$ cat src/rtl/nexys_starship_spawn_ctrl.sv
// Starship monster controller: INIT/PLAY/OVER FSM that spawns at four positions, scores kills and detects attack timeouts.
// Define NEXYS_STARSHIP_SPAWN_LFSR_EN to start the free-position search at an 8-bit LFSR instead of the round-robin pointer.
module nexys_starship_spawn_ctrl #(
    parameter int SPAWN_INTERVAL = 16,
    parameter int ATTACK_TIMEOUT = 64
) (
    input  logic       Clk,
    input  logic       Reset,
    input  logic       play,
    input  logic [3:0] kill,
    output logic [3:0] spawn,
    output logic [3:0] occupied,
    output logic [7:0] score,
    output logic       game_over,
    output logic       q_Init,
    output logic       q_Play,
    output logic       q_Over
);

    localparam int CW = $clog2(SPAWN_INTERVAL);
    localparam int TW = $clog2(ATTACK_TIMEOUT);
    localparam logic [CW-1:0] CNT_LAST = CW'(SPAWN_INTERVAL - 1);
    localparam logic [TW-1:0] TMR_LAST = TW'(ATTACK_TIMEOUT - 1);

    typedef enum logic [2:0] {
        INIT = 3'b001,
        PLAY = 3'b010,
        OVER = 3'b100
    } state_t;

    state_t        state;
    logic [CW-1:0] spawn_cnt;
    logic [TW-1:0] timer [4];
    logic [1:0]    ptr;
    logic [1:0]    search_start;

    logic [3:0]    kill_acc;
    logic [3:0]    occ_kept;
    logic [3:0]    timeout;
    logic          any_empty;
    logic          found;
    logic [1:0]    cand;
    logic [1:0]    sel_idx;
    logic [3:0]    sel_oh;
    logic [2:0]    kill_pop;
    logic [8:0]    score_sum;
    logic [7:0]    score_next;

`ifdef NEXYS_STARSHIP_SPAWN_LFSR_EN
    logic [7:0] lfsr;

    // Fibonacci taps 8,6,5,4; free-runs in every state.
    always_ff @(posedge Clk or posedge Reset) begin
        if (Reset) lfsr <= 8'h01;
        else       lfsr <= {lfsr[6:0], lfsr[7] ^ lfsr[5] ^ lfsr[4] ^ lfsr[3]};
    end

    assign search_start = lfsr[1:0];
`else
    assign search_start = ptr;
`endif

    always_comb begin
        // NOTE: every variable gets a default before any conditional write, so no path can infer a latch.
        kill_acc = kill & occupied;
        occ_kept = occupied & ~kill_acc;
        timeout  = '0;
        for (int i = 0; i < 4; i++) begin
            timeout[i] = occupied[i] && !kill_acc[i] && (timer[i] == TMR_LAST);
        end

        // Selection looks only at occupancy registered before this edge.
        any_empty = ~&occupied;
        found     = 1'b0;
        cand      = search_start;
        sel_idx   = search_start;
        for (int k = 0; k < 4; k++) begin
            cand = search_start + 2'(k);
            if (!found && !occupied[cand]) begin
                found   = 1'b1;
                sel_idx = cand;
            end
        end
        sel_oh = 4'b0001 << sel_idx;

        kill_pop   = {2'b00, kill_acc[0]} + {2'b00, kill_acc[1]}
                   + {2'b00, kill_acc[2]} + {2'b00, kill_acc[3]};
        score_sum  = {1'b0, score} + {6'b000000, kill_pop};
        score_next = score_sum[8] ? 8'hFF : score_sum[7:0];
    end

    always_ff @(posedge Clk or posedge Reset) begin
        if (Reset) begin
            state     <= INIT;
            occupied  <= '0;
            spawn     <= '0;
            score     <= '0;
            spawn_cnt <= '0;
            ptr       <= '0;
            // NOTE: the timers are four ordinary flops rather than a RAM, so they take the async reset too.
            for (int i = 0; i < 4; i++) timer[i] <= '0;
        end else begin
            // NOTE: non-blocking throughout, so every branch reads the pre-edge value of all state.
            spawn <= '0;
            case (state)
                INIT: begin
                    occupied <= '0;
                    score    <= '0;
                    if (play) begin
                        state     <= PLAY;
                        spawn_cnt <= '0;
                        ptr       <= '0;
                        for (int i = 0; i < 4; i++) timer[i] <= '0;
                    end
                end
                PLAY: begin
                    score <= score_next;
                    if (|timeout) begin
                        // Counters freeze for the OVER display; no spawn on the losing edge.
                        state    <= OVER;
                        occupied <= occ_kept;
                    end else begin
                        for (int i = 0; i < 4; i++) begin
                            timer[i] <= occ_kept[i] ? timer[i] + 1'b1 : '0;
                        end
                        if (spawn_cnt != CNT_LAST) begin
                            spawn_cnt <= spawn_cnt + 1'b1;
                            occupied  <= occ_kept;
                        end else if (any_empty) begin
                            occupied  <= occ_kept | sel_oh;
                            spawn     <= sel_oh;
                            spawn_cnt <= '0;
                            ptr       <= sel_idx + 2'd1;
                        end else begin
                            occupied  <= occ_kept;
                        end
                    end
                end
                OVER: begin
                    if (play) begin
                        state    <= INIT;
                        occupied <= '0;
                        score    <= '0;
                    end
                end
                default: begin
                    state    <= INIT;
                    occupied <= '0;
                    score    <= '0;
                end
            endcase
        end
    end

    assign {q_Over, q_Play, q_Init} = state;
    assign game_over                = state[2];

endmodule
$ cat config.mk
export PLATFORM = sky130hd
export DESIGN_NAME = nexys_starship_spawn_ctrl
export DESIGN_NICKNAME = d
export VERILOG_FILES = /design/src/rtl/nexys_starship_spawn_ctrl.sv
export SDC_FILE = /design/constraint.sdc
export NUM_CORES = 1
export LEC_CHECK = 0
export CORE_ASPECT_RATIO = 1.2
export CORE_MARGIN = 2
export CORE_UTILIZATION = 45
export CTS_CLUSTER_DIAMETER = 80
export DETAILED_ROUTE_END_ITERATION = 8
export PLACE_DENSITY = 0.65
export SLEW_MARGIN = 20
export SYNTH_ARGS = -nofsm -noshare
export SYNTH_HDL_FRONTEND = slang
export SYNTH_SLANG_ARGS = --single-unit
$ cat constraint.sdc
create_clock -name Clk -period 4.49 [get_ports Clk]
set_input_delay 0.6735 -clock Clk [delete_from_list [all_inputs] [get_ports Clk]]
set_output_delay 0.6735 -clock Clk [all_outputs]
set_load 0.05 [all_outputs]
==> flow_summary.toml <==
[global_routing]
antenna_found_initial = 0
gr-total-overflow = 0
grt_pass1_wl_microns = 10000
track_usage_pct = 18.6
grt_pass1_vias = 2177
grt_max_degree = 50

[clock_tree]
postCtsSetupBuffers = 0
clk_latency_ns = 0.31
cts_buffers = 5
htreeDepth = 2
clock-sinks = 49
root_buffer = "clkbuf_8"
cts_tree = "built"
post_cts_resized = 0
clk_pin_slew_ns = 0.10
cts_hold_buf = 0
clock_path_buffers = 2

[detailed_routing]
vias = 2269
antenna_left = 0
dr.first_iter.drc_count = 124
vias_per_cell = 5.74
finalWirelength_microns = 5930
wl_per_cell_microns = 15.0
firstDrtPassIters = 4
drc = 0

[logic_synthesis]
synth.distinct_cells = 55
synthSimpleGateAreaFrac_pct = 26.0
ys_top_cells_by_count = "dfrtp_1, nand2_1, nor2_1"
synth_most_common_cell = "dfrtp_1"
synth-async-reset-ratio_pct = 100
ys_ff_latch = 49
synth_ff_type = "dfrtp_1"
synth-adder-area-share_pct = 4.85
synth_top_family_by_area = "simple AND/OR/NAND/NOR gates"
synth.area.top_cells = "dfrtp_1, a221o_1, nand2_1"
synth_xor_area_share_pct = 0.314
syn-num-nets = 306
avgSynthCellArea_sq_um = 9.61
synth.cell_area_sq_um = 2790
netlist_instances = 290
synth_compound_area_share_pct = 17.1
synth_warnings = 0
synth-edff-count = 0
yosysTopAreaCell = "dfrtp_1"
synth-seq-area-share_pct = 44.0
synth_top_area_share_pct = 43.1
synthMuxAreaShare_pct = 3.05

[floorplanning]
rows = 31
dieWidth_microns = 75.9
start_util_pct = 46.4
coreArea_sq_um = 6010
die_y_microns = 90.2
num_io_pins = 27
die_area_sq_um = 6840

[timing]
fin_ws_ns = 1.36
slew_viol_final = 0
holdWs_ns = 0.555
fin_tns_setup_ns = 0
hold_violations = 0
relSlewSlack_pct = 30.3
setup_viol = 0
skew_ns = 0.00962
fin_crit_sh_pct = 69.7
worstMarginPinSlew_ns = 1.05
fin_crit_ns = 3.13
rsz0062_at_grt = "false"
fmax_mhz = 320

[layout]
multi_input_area_sq_um = 1430
area.sequential_sq_um = 1230
area_growth_pct = 14.4
drive_gt1_share_pct = 10.2
antenna_cells = 0
fillCellCount = 549
nNetsFinal = 328

[critical_path]
cp.required_ns = 4.73
end_kind = "register"
cp.arrival_ns = 3.36
reg2reg_from = "occupied[0]$_DFFE_PP0P_"
cp-start-kind = "primary input"
critPathMaxFanout = 6
r2r_end = "score[5]$_DFFE_PP0P_"
path_class = "in2reg"
r2r_cells = 11
regToRegSetupSlack_ns = 1.58

[hold_path]
min_path_type = "reg2reg"
hold_depth = 2
worstHoldStart = "timer[13]$_DFFE_PP0P_"
min_to = "timer[13]$_DFFE_PP0P_"

[place]
dp.final_hpwl_microns = 4050
io_buffers = 26
preCtsSetupSlack_ns = 1.05
gp_congestion = 0.889

[power_and_ir_drop]
leakage_nw = 1.42
powerDensity_nw_per_um2 = 313
ir_worst_vdd_mv = 0.402
totalPowerFinal_mw = 0.999

[job]
maxCapViolCount = 0

[outcome]
status = "completed"
-- critical path, stage by stage --
cell and delay (ns):
clkdlybuf4s50_1 0.42, and2_2 0.21, fa_1 0.51, inv_1 0.06
fa_1 0.40, inv_1 0.08, fa_1 0.26, nand4_1 0.16
or2_2 0.35, o21ai_0 0.08, nand2_1 0.06, o21ai_0 0.10
-- sequential cells by signal, summed over array words and instances (netlist names) --
signal and cells:
spawn 4, state 3, ptr 2, occupied 4, timer 24, spawn_cnt 4
score 8
-- cells by family after synthesis --
family                     count (synthesis)
and+or+nand+nor                          133
AOI/OAI and AO/OA                         65
DFF                                       49
buffers and inverters                     25
adders and majority gates                  9
muxes                                      8
xor gates and xnor gates                   1
-- metal layers --
layer | vias to the layer above | GRT usage [%] | wire [microns]
li1 | 1107 | - | -
met4 | 0 | 7.16 | 109
met5 | - | 0 | 0
met2 | 41 | 27.8 | 2760
met1 | 1112 | 26.2 | 2870
met3 | 9 | 3.48 | 183
-- metrics by stage --
stage / cell area (sq um) / utilization, % / cells
3_5_place_dp: 3070 / 51.1 / 387
2_1_floorplan: 2790 / - / 290
4_1_cts: 3190 / 53.0 / 395
3_3_place_gp: 3070 / 51.1 / 387
5_1_grt: 3190 / 53.0 / 395
6_report: 3190 / 53.0 / 395
-- cells in the final DEF, fill, tap and decap left out, types with 3 or more instances in the layout --
master,n
dfrtp_1,48
nand2_1,28
nor2_1,28
clkdlybuf4s50_1,26
a221o_1,16
a21oi_1,14
and3_1,13
inv_1,13
nor3_1,11
o21ai_0,11
nand3_1,10
nor2b_1,8
or2_2,7
ha_1,6
nand2b_1,5
clkbuf_8,5
mux2_2,4
mux2i_1,4
nor4b_1,4
a21o_1,3
o2bb2ai_1,3
fa_1,3
-- area by class of cell --
class | instances | share of cell area, %
flip-flops and latches | 49 | 38.5
repair buffers | 26 | 8.16
multi-input cells | 216 | 44.8
inverters | 14 | 1.69
clock inverters | 3 | 1.45
clock buffers | 5 | 2.16
well taps | 82 | 3.22
-- power by group --
group	switching, mW	internal [mW]	total, mW
Clock	0.157	0.167	0.324
Combinational	0.114	0.0626	0.176
Sequential	0.0370	0.462	0.499
Total	0.308	0.691	0.999
-- how the worst max path moves through the flow --
| stage | from | to | slack (ns) | cells past startpoint |
|---|---|---|---|---|
| finish | kill[0] | score[5]$_DFFE_PP0P_ | 1.36 | 12 |
| global route | kill[0] | score[5]$_DFFE_PP0P_ | 1.12 | 12 |
| CTS | kill[0] | score[5]$_DFFE_PP0P_ | 1.37 | 12 |
| detailed placement | kill[0] | score[5]$_DFFE_PP0P_ | 1.05 | 12 |
| global placement | kill[0] | score[5]$_DFFE_PP0P_ | 1.06 | 12 |
| floorplan | occupied[0]$_DFFE_PP0P_ | score[0]$_DFFE_PP0P_ | 1.54 | 11 |
Note: power is estimated with default switching activity, not from simulation.
